**config.mk**
```make
export PLATFORM = sky130hd
export DESIGN_NAME = cmd_dispatch_flat
export DESIGN_NICKNAME = d
export VERILOG_FILES = /design/src/rtl/cmd_dispatch_pkg.sv /design/src/rtl/cmd_dispatch_if.sv /design/src/rtl/cmd_dispatch_trig_hold.sv /design/src/rtl/cmd_dispatch.sv /design/src/flat_wrapper.sv
export SDC_FILE = /design/constraint.sdc
export NUM_CORES = 1
export LEC_CHECK = 0
export ABC_CLOCK_PERIOD_IN_PS = 3200
export CORE_MARGIN = 4
export CORE_UTILIZATION = 53
export DETAILED_ROUTE_END_ITERATION = 8
export HOLD_SLACK_MARGIN = 0.05
export PLACE_DENSITY_LB_ADDON = 0.12
export SETUP_SLACK_MARGIN = 0.1
export SYNTH_ARGS = -nofsm -noshare
export SYNTH_HDL_FRONTEND = slang
export SYNTH_SLANG_ARGS = --single-unit
export TNS_END_PERCENT = 20
```
**constraint.sdc**
```tcl
create_clock -name clk -period 3.2 [get_ports clk]
set_clock_uncertainty 0.15 [all_clocks]
set_input_delay 0.64 -clock clk [delete_from_list [all_inputs] [get_ports clk]]
set_output_delay 0.64 -clock clk [all_outputs]
set_load 0.05 [all_outputs]
```
**src/rtl/cmd_dispatch_pkg.sv**
```systemverilog
// Shared opcode constants, FSM state encoding and payload-length helper for
// the host command dispatcher.
package cmd_pkg;

  localparam logic [7:0] OP_NOP       = 8'h00;
  localparam logic [7:0] OP_TRIG_BASE = 8'h01;
  localparam logic [7:0] OP_WRITE_REG = 8'h40;
  localparam logic [7:0] OP_READ_REG  = 8'h41;

  localparam int unsigned ST_W = 3;

  // Encodings are exported on state_dbg, so they are fixed explicitly.
  typedef enum logic [ST_W-1:0] {
    ST_IDLE     = 3'd0,
    ST_EVAL     = 3'd1,
    ST_ARG      = 3'd2,
    ST_EXEC     = 3'd3,
    ST_READBACK = 3'd4
  } state_t;

  function automatic logic [1:0] payload_len(input logic [7:0] op);
    case (op)
      OP_WRITE_REG: return 2'd2;
      OP_READ_REG:  return 2'd1;
      default:      return 2'd0;
    endcase
  endfunction

endpackage

```
**src/rtl/cmd_dispatch_if.sv**
```systemverilog
// RX FIFO read port and TX readback handshake between the dispatcher and
// its neighbours.
interface cmd_dispatch_if;

  logic [7:0]  rx_rdata;
  logic        rx_rempty;
  logic        rx_rinc;
  logic [15:0] rd_data;
  logic        rd_avail;
  logic        rd_accept;

  modport master (
    input  rx_rdata, rx_rempty, rd_accept,
    output rx_rinc, rd_data, rd_avail
  );

  modport slave (
    output rx_rdata, rx_rempty, rd_accept,
    input  rx_rinc, rd_data, rd_avail
  );

endinterface

```
**src/rtl/cmd_dispatch_trig_hold.sv**
```systemverilog
// Per-channel trigger request holder: set by the decoder, cleared once the
// engine reports busy; a coincident set always wins.
module trig_hold (
  input  logic clk,
  input  logic rst_n,
  input  logic i_set,
  input  logic i_busy,
  output logic o_req
);

  logic r_req;

  always_ff @(posedge clk or negedge rst_n) begin
    if (!rst_n) begin
      r_req <= 1'b0;
    end else if (i_set) begin
      r_req <= 1'b1;
    end else if (i_busy) begin
      r_req <= 1'b0;
    end
  end

  assign o_req = r_req;

endmodule

```
**src/rtl/cmd_dispatch.sv**
```systemverilog
// Host command decoder: pops opcodes/payload from the RX FIFO, raises trigger
// requests, maintains a settings register file and returns readback words.
module cmd_dispatch
  import cmd_pkg::*;
#(
  parameter int NUM_CH   = 4,
  parameter int NUM_REGS = 4,
  parameter int TIMEOUT  = 1000000
) (
  input  logic                  clk,
  input  logic                  rst_n,
  cmd_dispatch_if.master        bus,
  input  logic [NUM_CH-1:0]     trig_busy,
  output logic [NUM_CH-1:0]     trig_req,
  output logic [NUM_REGS*8-1:0] regs,
  output logic                  err_pulse,
  output logic [7:0]            err_count,
  output logic [ST_W-1:0]       state_dbg
);

  localparam int TW = $clog2(TIMEOUT);

  function automatic logic [7:0] sat_inc(input logic [7:0] v);
    return (v == 8'hFF) ? v : v + 8'd1;
  endfunction

  state_t          r_state;
  state_t          w_next;
  logic [7:0]      r_op;
  logic [7:0]      r_addr;
  logic [7:0]      r_data;
  logic            r_arg_idx;
  logic [TW-1:0]   r_tcnt;
  logic [7:0]      r_regs [NUM_REGS];
  logic [15:0]     r_rd_data;
  logic            r_rd_avail;
  logic            r_err_pulse;
  logic [7:0]      r_err_count;

  logic              w_pop;
  logic              w_cap_op;
  logic              w_cap_arg;
  logic              w_arg_clr;
  logic              w_tcnt_clr;
  logic              w_tcnt_inc;
  logic              w_wr_en;
  logic              w_rd_load;
  logic              w_rd_done;
  logic              w_err;
  logic              w_is_trig;
  logic              w_addr_ok;
  logic [7:0]        w_rd_val;
  logic [NUM_CH-1:0] w_set;
  logic [NUM_CH-1:0] w_trig_req;

  assign w_is_trig = (r_op != OP_NOP) && ({24'd0, r_op} <= $unsigned(NUM_CH));

  // Address decode is a compare loop so any NUM_REGS works with the 8-bit addr.
  always_comb begin
    w_addr_ok = 1'b0;
    w_rd_val  = 8'h00;
    for (int i = 0; i < NUM_REGS; i++) begin
      if (r_addr == 8'(i)) begin
        w_addr_ok = 1'b1;
        w_rd_val  = r_regs[i];
      end
    end
  end

  always_comb begin
    w_next     = r_state;
    w_pop      = 1'b0;
    w_cap_op   = 1'b0;
    w_cap_arg  = 1'b0;
    w_arg_clr  = 1'b0;
    w_tcnt_clr = 1'b0;
    w_tcnt_inc = 1'b0;
    w_wr_en    = 1'b0;
    w_rd_load  = 1'b0;
    w_rd_done  = 1'b0;
    w_err      = 1'b0;
    w_set      = '0;
    case (r_state)
      ST_IDLE: begin
        if (!bus.rx_rempty) begin
          w_pop    = 1'b1;
          w_cap_op = 1'b1;
          w_next   = ST_EVAL;
        end
      end
      ST_EVAL: begin
        w_next = ST_IDLE;
        if (r_op == OP_NOP) begin
          w_next = ST_IDLE;
        end else if (w_is_trig) begin
          for (int i = 0; i < NUM_CH; i++) begin
            if (r_op == 8'(i + 1)) begin
              if (w_trig_req[i]) w_err    = 1'b1;
              else               w_set[i] = 1'b1;
            end
          end
        end else if (r_op == OP_WRITE_REG || r_op == OP_READ_REG) begin
          w_arg_clr = 1'b1;
          w_next    = ST_ARG;
        end else begin
          w_err = 1'b1;
        end
      end
      ST_ARG: begin
        if (!bus.rx_rempty) begin
          w_pop      = 1'b1;
          w_cap_arg  = 1'b1;
          w_tcnt_clr = 1'b1;
          if ({1'b0, r_arg_idx} + 2'd1 == payload_len(r_op)) w_next = ST_EXEC;
        end else if (r_tcnt == TW'(TIMEOUT - 2)) begin
          // This cycle is the (TIMEOUT-1)th consecutive empty one.
          w_err  = 1'b1;
          w_next = ST_IDLE;
        end else begin
          w_tcnt_inc = 1'b1;
        end
      end
      ST_EXEC: begin
        if (r_op == OP_WRITE_REG) begin
          if (w_addr_ok) w_wr_en = 1'b1;
          else           w_err   = 1'b1;
          w_next = ST_IDLE;
        end else begin
          w_rd_load = 1'b1;
          if (!w_addr_ok) w_err = 1'b1;
          w_next = ST_READBACK;
        end
      end
      ST_READBACK: begin
        if (bus.rd_accept) begin
          w_rd_done = 1'b1;
          w_next    = ST_IDLE;
        end
      end
      default: w_next = ST_IDLE;
    endcase
  end

  always_ff @(posedge clk or negedge rst_n) begin
    if (!rst_n) begin
      r_state     <= ST_IDLE;
      r_arg_idx   <= 1'b0;
      r_tcnt      <= '0;
      r_rd_data   <= '0;
      r_rd_avail  <= 1'b0;
      r_err_pulse <= 1'b0;
      r_err_count <= '0;
    end else begin
      r_state     <= w_next;
      r_err_pulse <= w_err;
      if (w_err) r_err_count <= sat_inc(r_err_count);
      if (w_arg_clr)      r_arg_idx <= 1'b0;
      else if (w_cap_arg) r_arg_idx <= 1'b1;
      if (w_arg_clr || w_tcnt_clr) r_tcnt <= '0;
      else if (w_tcnt_inc)         r_tcnt <= r_tcnt + 1'b1;
      if (w_rd_load) begin
        r_rd_data  <= {r_addr, w_rd_val};
        r_rd_avail <= 1'b1;
      end else if (w_rd_done) begin
        r_rd_avail <= 1'b0;
      end
    end
  end

  always_ff @(posedge clk or negedge rst_n) begin
    if (!rst_n) begin
      for (int i = 0; i < NUM_REGS; i++) r_regs[i] <= '0;
    end else if (w_wr_en) begin
      for (int i = 0; i < NUM_REGS; i++) begin
        if (r_addr == 8'(i)) r_regs[i] <= r_data;
      end
    end
  end

  // Opcode and payload holding registers need no reset; IDLE never reads them.
  always_ff @(posedge clk) begin
    if (w_cap_op) r_op <= bus.rx_rdata;
    if (w_cap_arg) begin
      if (!r_arg_idx) r_addr <= bus.rx_rdata;
      else            r_data <= bus.rx_rdata;
    end
  end

  for (genvar g = 0; g < NUM_CH; g++) begin : g_trig
    trig_hold u_hold (
      .clk    (clk),
      .rst_n  (rst_n),
      .i_set  (w_set[g]),
      .i_busy (trig_busy[g]),
      .o_req  (w_trig_req[g])
    );
  end

  for (genvar g = 0; g < NUM_REGS; g++) begin : g_regs
    assign regs[8*g +: 8] = r_regs[g];
  end

  assign trig_req    = w_trig_req;
  assign bus.rx_rinc = w_pop;
  assign bus.rd_data = r_rd_data;
  assign bus.rd_avail = r_rd_avail;
  assign err_pulse   = r_err_pulse;
  assign err_count   = r_err_count;
  assign state_dbg   = r_state;

endmodule
```
**src/flat_wrapper.sv**
```systemverilog
// flat-port wrapper written by rule: the top's interface ports become plain ports
module cmd_dispatch_flat import cmd_pkg::*;
#(
  parameter int NUM_CH   = 4,
  parameter int NUM_REGS = 4,
  parameter int TIMEOUT  = 1000000
)
  (clk, rst_n, trig_busy, trig_req, regs, err_pulse, err_count, state_dbg, bus_rx_rdata, bus_rx_rempty, bus_rd_accept, bus_rx_rinc, bus_rd_data, bus_rd_avail);
  cmd_dispatch_if bus_i ();
  input  logic clk;
  input  logic rst_n;
  input  logic [NUM_CH-1:0] trig_busy;
  output logic [NUM_CH-1:0] trig_req;
  output logic [NUM_REGS*8-1:0] regs;
  output logic err_pulse;
  output logic [7:0] err_count;
  output logic [ST_W-1:0] state_dbg;
  input wire logic [$bits(bus_i.rx_rdata)-1:0] bus_rx_rdata;
  input wire logic [$bits(bus_i.rx_rempty)-1:0] bus_rx_rempty;
  input wire logic [$bits(bus_i.rd_accept)-1:0] bus_rd_accept;
  output wire logic [$bits(bus_i.rx_rinc)-1:0] bus_rx_rinc;
  output wire logic [$bits(bus_i.rd_data)-1:0] bus_rd_data;
  output wire logic [$bits(bus_i.rd_avail)-1:0] bus_rd_avail;
  assign bus_i.rx_rdata = bus_rx_rdata;
  assign bus_i.rx_rempty = bus_rx_rempty;
  assign bus_i.rd_accept = bus_rd_accept;
  assign bus_rx_rinc = bus_i.rx_rinc;
  assign bus_rd_data = bus_i.rd_data;
  assign bus_rd_avail = bus_i.rd_avail;
  cmd_dispatch #(.NUM_CH(NUM_CH), .NUM_REGS(NUM_REGS), .TIMEOUT(TIMEOUT)) u_core (.clk(clk), .rst_n(rst_n), .bus(bus_i), .trig_busy(trig_busy), .trig_req(trig_req), .regs(regs), .err_pulse(err_pulse), .err_count(err_count), .state_dbg(state_dbg));
endmodule
```
==> results of run 1 <==
-- logic make-up (layout without fill, tap and decap cells) --
| logic type | after synthesis | after routing |
|---|---|---|
| adders and majority gates | 3 | 3 |
| muxes | 44 | 44 |
| and+or+nand+nor | 129 | 129 |
| AOI/OAI and AO/OA | 39 | 39 |
| DFF | 110 | 110 |
| buffers and inverters | 25 | 115 |
| xor gates and xnor gates | 26 | 26 |
-- final cells by class --
cell class                      count  share of cell area (%)
Sequential cell                   110                    48.8
Multi-Input combinational cell    241                    30.3
Timing Repair Buffer               92                    15.1
Tap cell                          108                    2.30
Clock buffer                       10                    2.17
Clock inverter                      6                   0.914
Inverter                            7                   0.446
-- synthesized netlist by cell type (all sizes together) --
cell     instances
or2              1
o32ai            1
ha               3
xor2            22
a21boi           1
edfxtp          24
nor2b            2
o41ai            1
a221oi           8
mux2i            2
xnor2            4
and4             5
a211oi           2
dfrtp           86
nand2b           4
or4              1
and3b            2
nor3             6
and3            12
a22o             9
nor4             2
buf             11
nor4b            3
inv              7
a21oi            3
nand4           14
o31ai            2
nor3b            3
or3              1
nand2           24
and4b            1
and2             1
a2111oi          1
o21ai           10
a311oi           1
mux2            42
clkbuf           7
nor2            34
nand3           13
-- worst reg2reg max path, cell delays in order (launching register included) --
cell,delay (ps)
edfxtp_1,390
or4_4,590
nor2_1,140
nor4b_1,340
nand2b_1,580
buf_4,310
o21ai_0,120
-- final timing paths --
path                            cells past startpoint  slack, ps                            end
worst min register to register                      2        340          u_core.bus.rd_data[0]
worst min-delay path                                1        310          u_core.bus.rd_data[7]
min in group clk                                    2        340          u_core.bus.rd_data[0]
worst max-delay path                                6        470          u_core.bus.rd_data[5]
max in group asynchronous                           1       1910  u_core.g_trig[1].u_hold.o_req
worst max register to register                      6        470          u_core.bus.rd_data[5]
-- metal layers --
layer / global-route usage (%) / up-vias / wire length, um
li1: - / 1532 / -
met1: 25.7 / 1635 / 4280
met2: 33.0 / 78 / 4860
met3: 4.40 / 4 / 523
met4: 6.27 / 0 / 65
met5: 0 / - / 0
-- flip-flops by register name, indices dropped and copies added, names as in the netlist --
signal / flops
u_core.regs: 32
u_core.err_pulse: 1
u_core.r_op: 8
u_core.g_trig.u_hold.o_req: 4
u_core.state_dbg: 3
u_core.r_data: 8
u_core.r_addr: 8
u_core.bus.rd_avail: 1
u_core.bus.rd_data: 16
u_core.err_count: 8
u_core.r_arg_idx: 1
u_core.r_tcnt: 20
-- power groups by stage --
stage	combinational, mW	sequential, mW	clock (mW)
floorplan	0.117	1.77	0
global placement	0.461	1.60	0
detailed placement	0.465	1.60	0
CTS	0.468	1.57	0.816
global route	0.493	1.59	0.869
finish	0.462	1.57	0.792
-- placed cells by master, fill, tap and decap left out, types with 7 or more instances in the layout --
master	Yosys	final
nand4_1	14	14
nand3_1	13	13
a22o_1	9	9
edfxtp_1	24	24
dfrtp_1	86	86
a221oi_1	8	8
nand2_1	24	24
inv_1	7	7
nor2_1	33	33
buf_4	5	13
clkdlybuf4s50_1	0	79
and3_1	12	12
mux2_2	41	41
clkbuf_8	0	9
o21ai_0	10	10
xor2_1	22	22
-- through the flow --
stage,instances,cell area [um^2]
global placement,558,5700
detailed placement,558,5700
global route,574,5890
finish,574,5890
CTS,574,5890
floorplan,376,4770
==> metrics.yaml, run 1 <==
timing:
  worst_pin_slew_ps: 1060
  fin_tns_setup_ps: 0
  slew_headroom_pct: 29.2
  rsz0062_at_grt: "no"
  final_hold_viol_count: 0
  hold_slack_ps: 306
  layout_min_cycle_time_ps: 2730
  setup_viol: 0
  max_freq_mhz: 367
  fin_crit_sh_pct: 85.2
  drv_slew: 0
  setup_ws_ps: 473
final_layout:
  insertedDiodeCount: 0
  drive_gt1_share_pct: 17.0
  final_util_pct: 67.5
  fillers: 662
  seq_area_mm2: 0.00287
  multiInputGateArea_mm2: 0.00178
  nNetsFinal: 480
  area_growth_pct: 23.4
power_and_ir_drop:
  vdd_drop_max_mv: 0.582
  power_density_mw_per_mm2: 480
  p_sw_uw: 864
  pwr-share-comb_pct: 16.3
  clkPwrFrac_pct: 28.0
  p_leak_nw: 2.59
  switching_share_pct: 30.6
  intPower_mw: 1.96
  p_seq_share_pct: 55.7
  power_mw: 2.83
route:
  routed_wl_um: 9730
  avgViaCountPerCell: 5.66
  num_vias: 3249
  detail-route-antenna-nets: 0
  wl_per_cell_um: 16.9
  drt-initial-drc-count: 78
  drcViolationCount: 0
  drt_pass1_iterations: 4
setup_path:
  crit_family: "simple AND/OR/NAND/NOR gates"
  critPathKind: "reg2reg"
  worstReg2RegStart: "u_core.r_op[3]"
  startpoint: "u_core.r_op[3]"
  worstPathMaxFanout: 14
  cpPeakStageDelay_ps: 590
  cp-start-kind: "register"
  path_cells: "or4_4, nor2_1, nor4b_1, nand2b_1, buf_4, o21ai_0"
  cp-end-kind: "register"
  crit_arrival_ps: 2830
  cp_num_buf_inv: 1
  required_ps: 3300
  crit_slowest_cell: "or4_4"
global_route:
  grt_pass1_wl_um: 15900
  grt_max_degree: 87
  antenna_found_initial: 0
  grt_use_total_pct: 19.7
  grt_pass1_vias: 3226
  overflow: 0
clocking:
  cts.clk_slew.worst_paths_ps: 110
  cts_resized: 0
  worstSkewPairLatency_ps: 380
  cts_buffer_depth: 2
  cts_tree: "built"
  hold_buffers: 0
  cts_root_buf: "clkbuf_8"
  cts_made_buffers: 9
  h-tree-depth: 3
  cts_setup_buffers: 0
  clock_sinks: 110
synthesis:
  synth_adder_area_share_pct: 0.787
  synth-compound-area-share_pct: 6.93
  yosysSeqAreaShare_pct: 60.2
  synthTopCellsByArea: "dfrtp_1 (45%), edfxtp_1 (15%), mux2_2 (9.7%), xor2_1 (4.0%), nor2_1 (2.6%)"
  synth-xor-area-share_pct: 4.78
  synth_area_per_cell_um2: 12.7
  ys_warn_count: 0
  synthesis.area_mm2: 0.00477
  syn_nets: 395
  synth_top_family_by_area: "simple AND/OR/NAND/NOR gates"
  synth_cells: 376
  yosys.area_share.simple_pct: 14.4
  ys_ff_latch: 110
  muxShareOfSynthArea_pct: 10.4
  synth_cell_types: 44
  synth_top_cell_by_area: "dfrtp_1"
  synthDominantCellAreaShare_pct: 45.1
status:
  status: "completed"
floorplanning:
  rows: 34
  fp.dieH_um: 103
  die_area_mm2: 0.0106
  pin_count: 82
  start_util_pct: 54.7
  core-area_mm2: 0.00872
  die_w_um: 103
place:
  dp_hpwl_um: 6920
  place_congestion: 0.818
  pre_cts_ws_ps: 484
  io_buffers: 81
worst_hold_path:
  worstHoldPathType: "in2async"
run:
  cap_violations: 0
(Power assumes the default switching activity.)
==> run 2: changes to the inputs <==
--- a/config.mk
+++ b/config.mk
@@ -14,5 +14,6 @@
 export SETUP_SLACK_MARGIN = 0.1
 export SYNTH_ARGS = -nofsm -noshare
 export SYNTH_HDL_FRONTEND = slang
+export SYNTH_HIERARCHICAL = 1
 export SYNTH_SLANG_ARGS = --single-unit
 export TNS_END_PERCENT = 20
==> metrics.yaml, run 2 <==
global_route:
  grt_pass1_vias: 3194
  overflow: 0
  grt_use_total_pct: 20.6
  grt_max_degree: 47
  antenna_found_initial: 0
  grt_pass1_wl_um: 16700
timing:
  rsz0062_at_grt: "no"
  drv_slew: 0
  fin_tns_setup_ps: 0
  fin_crit_sh_pct: 89.5
  hold_slack_ps: 104
  layout_min_cycle_time_ps: 2870
  worst_pin_slew_ps: 757
  max_freq_mhz: 349
  final_hold_viol_count: 0
  slew_headroom_pct: 49.5
  setup_viol: 0
final_layout:
  area_growth_pct: 25.3
  drive_gt1_share_pct: 19.8
  fillers: 670
  multiInputGateArea_mm2: 0.00183
  seq_area_mm2: 0.00287
  insertedDiodeCount: 0
  largest_reg_flops: 32
  nNetsFinal: 478
  mostFrequentLayoutCells: "dfrtp_1 (86), clkdlybuf4s50_1 (79), mux2_2 (41)"
  post-route-cell-area_mm2: 0.00599
  mostFrequentLayoutCell: "dfrtp_1"
setup_path:
  crit_family: "simple AND/OR/NAND/NOR gates"
  crit_arrival_ps: 2970
  required_ps: 3300
  cpPeakStageDelay_ps: 550
  cp-start-kind: "register"
  worstPathMaxFanout: 8
  worstReg2RegStart: "u_core/r_op[3]"
  cp-end-kind: "register"
  critPathKind: "reg2reg"
  cp_num_buf_inv: 0
  r2r_end: "u_core/regs[12]"
  path_cells: "or4_4, or4b_4, nor4_4, nand2_1, nor2_2, mux2_2"
  worst_r2r_path_depth: 6
  crit_slowest_cell: "or4_4"
  r2r_slack_ps: 330
clocking:
  cts_resized: 0
  cts_buffer_depth: 2
  cts_root_buf: "clkbuf_8"
  cts_tree: "built"
  clock_sinks: 110
  h-tree-depth: 3
  hold_buffers: 0
  cts_made_buffers: 9
  cts.clk_slew.worst_paths_ps: 120
  cts_setup_buffers: 0
  worstSkewPairLatency_ps: 370
route:
  detail-route-antenna-nets: 0
  num_vias: 3185
  drt_pass1_iterations: 4
  drcViolationCount: 0
  avgViaCountPerCell: 5.57
  routed_wl_um: 10100
  wl_per_cell_um: 17.6
  drt-initial-drc-count: 161
run:
  cap_violations: 0
place:
  place_area_mm2: 0.00579
  place_congestion: 0.802
  dp_hpwl_um: 7280
  io_buffers: 81
floorplanning:
  start_util_pct: 54.5
  fp.dieH_um: 103
  die_area_mm2: 0.0106
  rows: 34
  die_w_um: 103
  pin_count: 82
  core-area_mm2: 0.00876
power_and_ir_drop:
  power_mw: 3.41
  power_density_mw_per_mm2: 569
  vdd_drop_max_mv: 0.383
  p_leak_nw: 2.61
synthesis:
  yosysSeqAreaShare_pct: 60.1
  synth_cells: 367
  synthDominantCellAreaShare_pct: 45.0
  synth_cell_types: 46
  synth_commonest_cells: "dfrtp_1 (86), mux2_2 (41), nor2_1 (28), edfxtp_1 (24), nand2_1 (23)"
  synth_area_per_cell_um2: 13.0
  synth_top_cell_by_area: "dfrtp_1"
  ys_ff_latch: 110
  synthFlopType: "dfrtp_1"
  synthTopCellsByArea: "dfrtp_1 (45%), edfxtp_1 (15%), mux2_2 (9.7%), mux4_2 (3.8%), xor2_1 (2.6%)"
  synthesis.area_mm2: 0.00478
  synth-edff-count: 24
  ys_warn_count: 6
  syn_nets: 386
  yosysMostFrequentCell: "dfrtp_1"
  postSynth.asyncResetShare_pct: 78.2
status:
  status: "completed"
worst_hold_path:
  worstHoldPathType: "in2async"
[run 2: changes by cell type after synthesis, moves of 8 or more]
cell      delta
a22o_1       -9
a221oi_1     -8
mux4_2       +8
nand4_1      -8
xnor2_1      +8
xor2_1       -8
[run 2: where the power goes]
| group | internal [mW] | leakage (nW) | total, mW | switching [mW] |
|---|---|---|---|---|
| Combinational | 0.329 | 1.12 | 0.866 | 0.538 |
| Sequential | 1.57 | 1.39 | 1.72 | 0.147 |
| Clock | 0.310 | 0.0983 | 0.821 | 0.511 |
[run 2: layout make-up]
class / count / share of cell area [%]
Clock inverter: 7 / 1.30
Inverter: 9 / 0.564
Clock buffer: 9 / 2.07
Timing Repair Buffer: 92 / 15.3
Tap cell: 108 / 2.26
Multi-Input combinational cell: 237 / 30.6
Sequential cell: 110 / 48.0
[run 2: worst register-to-register path, stage by stage, from the launching register on]
cell	delay, ps
edfxtp_1	390
or4_4	550
or4b_4	520
nor4_4	230
nand2_1	120
nor2_2	400
mux2_2	390
[run 2: how the worst max path moves through the flow]
stage	startpoint	endpoint	slack (ps)	cells after the start
floorplan	u_core/r_op[3]	u_core/bus.rd_data[12]	580	6
global placement	bus_rx_rempty	u_core/r_tcnt[19]	380	7
detailed placement	bus_rx_rempty	u_core/r_tcnt[19]	320	7
CTS	u_core/r_op[3]	u_core/regs[13]	330	6
global route	u_core/r_op[3]	u_core/regs[12]	190	6
finish	u_core/r_op[3]	u_core/regs[12]	330	6
[run 2: cells by family after synthesis]
family,count (synthesis),synth area share (%)
compound gates,31,3.95
xor+xnor,26,4.77
fa+ha+maj,3,0.786
buf+inv,20,1.65
flops,110,60.1
mux,49,13.4
simple gates,128,15.3
[run 2: metrics by stage]
stage,setup WS [ps],cells,util [%]
2_1_floorplan,583,367,-
3_3_place_gp,379,556,66.0
3_5_place_dp,322,556,66.0
4_1_cts,326,572,68.3
5_1_grt,191,572,68.3
6_report,335,572,68.3
[run 2: layer usage]
metal	vias to the layer above	share of wire [%]	GRT usage [%]
li1	1505	-	-
met1	1590	46	30.5
met2	86	47	31.3
met3	4	5.3	4.40
met4	0	0.70	4.98
met5	-	0	0
==> run 3: changes to the inputs <==
--- a/config.mk
+++ b/config.mk
@@ -11,7 +11,7 @@
 export DETAILED_ROUTE_END_ITERATION = 8
 export HOLD_SLACK_MARGIN = 0.05
 export PLACE_DENSITY_LB_ADDON = 0.12
-export SETUP_SLACK_MARGIN = 0.1
+export SETUP_SLACK_MARGIN = 0.05
 export SYNTH_ARGS = -nofsm -noshare
 export SYNTH_HDL_FRONTEND = slang
 export SYNTH_HIERARCHICAL = 1
==> metrics.yaml, run 3 (synthesis results as in run 2) <==
route:
  drt-initial-drc-count: 167
  avgViaCountPerCell: 5.59
  num_vias: 3197
  wl_per_cell_um: 17.4
  drcViolationCount: 0
  drt_pass1_iterations: 4
  detail-route-antenna-nets: 0
  routed_wl_um: 9930
setup_path:
  cp-start-kind: "register"
  crit_arrival_ps: 3000
  cpPeakStageDelay_ps: 560
  path_cells: "or4_4, or4b_4, nor4_4, nor3b_4, mux2_2"
  worstPathMaxFanout: 8
  crit_slowest_cell: "or4_4"
  required_ps: 3300
  critPathKind: "reg2reg"
  cp-end-kind: "register"
timing:
  slew_headroom_pct: 47.4
  setup_ws_ps: 301
  setup_viol: 0
  final_hold_viol_count: 0
  drv_slew: 0
  fin_crit_sh_pct: 90.6
  layout_min_cycle_time_ps: 2900
  worst_pin_slew_ps: 788
  max_freq_mhz: 345
  rsz0062_at_grt: "no"
  fin_tns_setup_ps: 0
clocking:
  hold_buffers: 0
  h-tree-depth: 3
  cts_setup_buffers: 0
  cts.clk_slew.worst_paths_ps: 110
  cts_tree: "built"
  cts_resized: 0
  clock_sinks: 110
  worstSkewPairLatency_ps: 370
  cts_made_buffers: 9
  cts_buffer_depth: 2
  cts_root_buf: "clkbuf_8"
power_and_ir_drop:
  p_seq_share_pct: 49.4
  vdd_drop_max_mv: 0.450
  switching_share_pct: 34.1
  power_density_mw_per_mm2: 579
  intPower_mw: 2.29
  power_mw: 3.48
  p_leak_nw: 2.62
  p_sw_mw: 1.19
  pwr-share-comb_pct: 24.9
  clkPwrFrac_pct: 25.6
global_route:
  grt_pass1_wl_um: 16400
  overflow: 0
  antenna_found_initial: 0
  grt_pass1_vias: 3162
  grt_use_total_pct: 20.1
  grt_max_degree: 87
place:
  pre_cts_ws_ps: 313
  place_congestion: 0.813
  dp_hpwl_um: 7170
  io_buffers: 81
  dpl.cell_count: 556
final_layout:
  fillers: 649
  mostFrequentLayoutCell: "dfrtp_1"
  insertedDiodeCount: 0
  drive_gt1_share_pct: 19.6
  area_growth_pct: 25.8
  fin_cells: 572
  nNetsFinal: 478
  mostFrequentLayoutCells: "dfrtp_1 (86), clkdlybuf4s50_1 (79), mux2_2 (41)"
  largest_reg_flops: 32
status:
  status: "completed"
floorplanning:
  die_area_mm2: 0.0106
  core-area_mm2: 0.00876
  fp.dieH_um: 103
  die_w_um: 103
  rows: 34
  start_util_pct: 54.5
  pin_count: 82
worst_hold_path:
  worstHoldPathType: "in2async"
run:
  cap_violations: 0
[run 3: changes by cell type in the layout (fill, tap and decap cells not counted)]
cell,before,now
bufinv_16,0,1
clkinv_8,2,3
inv_6,3,2
inv_8,1,0
nor3_1,5,6
nor3_2,1,0
[run 3: per-layer routing]
layer	vias to the layer above	wire [um]	global-route usage (%)
met2	83	4680	30.9
met3	15	586	5.21
met5	-	0	0
met4	0	143	4.98
met1	1587	4530	28.9
li1	1512	-	-
[run 3: final cells by class]
class | count | area, um^2 | area share [%]
Tap cell | 108 | 135 | 2.25
Timing Repair Buffer | 92 | 913 | 15.2
Clock inverter | 7 | 104 | 1.73
Multi-Input combinational cell | 237 | 1830 | 30.4
Clock buffer | 9 | 124 | 2.06
Sequential cell | 110 | 2870 | 47.8
Inverter | 9 | 33.8 | 0.562
[run 3: power by group through the flow]
stage	registers, mW	clock network (mW)	logic, mW
final	1.72	0.891	0.868
after global routing	1.75	0.986	0.931
after CTS	1.72	0.924	0.877
after detailed placement	1.75	0	0.874
after global placement	1.74	0	0.861
after floorplan	2.01	0	0.277
[run 3: critical path, delay by kind of cell, from the launching register on]
kind | cells | cell delay (ps)
DFF | 1 | 390
and+or+nand+nor | 4 | 1850
muxes | 1 | 390
[run 3: final timing paths]
kind                                  startpoint                     to  slack [ps]  depth (start not counted)
hold reg to reg            u_core/bus.rd_data[0]  u_core/bus.rd_data[0]         350                          2
hold / removal                             rst_n  u_core/bus.rd_data[1]         130                          2
max in group asynchronous                  rst_n    u_core/state_dbg[1]        2410                          2
setup reg to reg                  u_core/r_op[3]         u_core/regs[4]         300                          5
setup / recovery                  u_core/r_op[3]         u_core/regs[4]         300                          5
min in group clk           u_core/bus.rd_data[0]  u_core/bus.rd_data[0]         350                          2
[run 3: through the flow]
stage               cell area [um^2]  util, %  hold WS, ps
floorplan                       4780        -          194
global placement                5780     66.0          314
detailed placement              5780     66.0          324
CTS                             6010     68.6          145
global route                    6010     68.6          157
finish                          6010     68.6          132
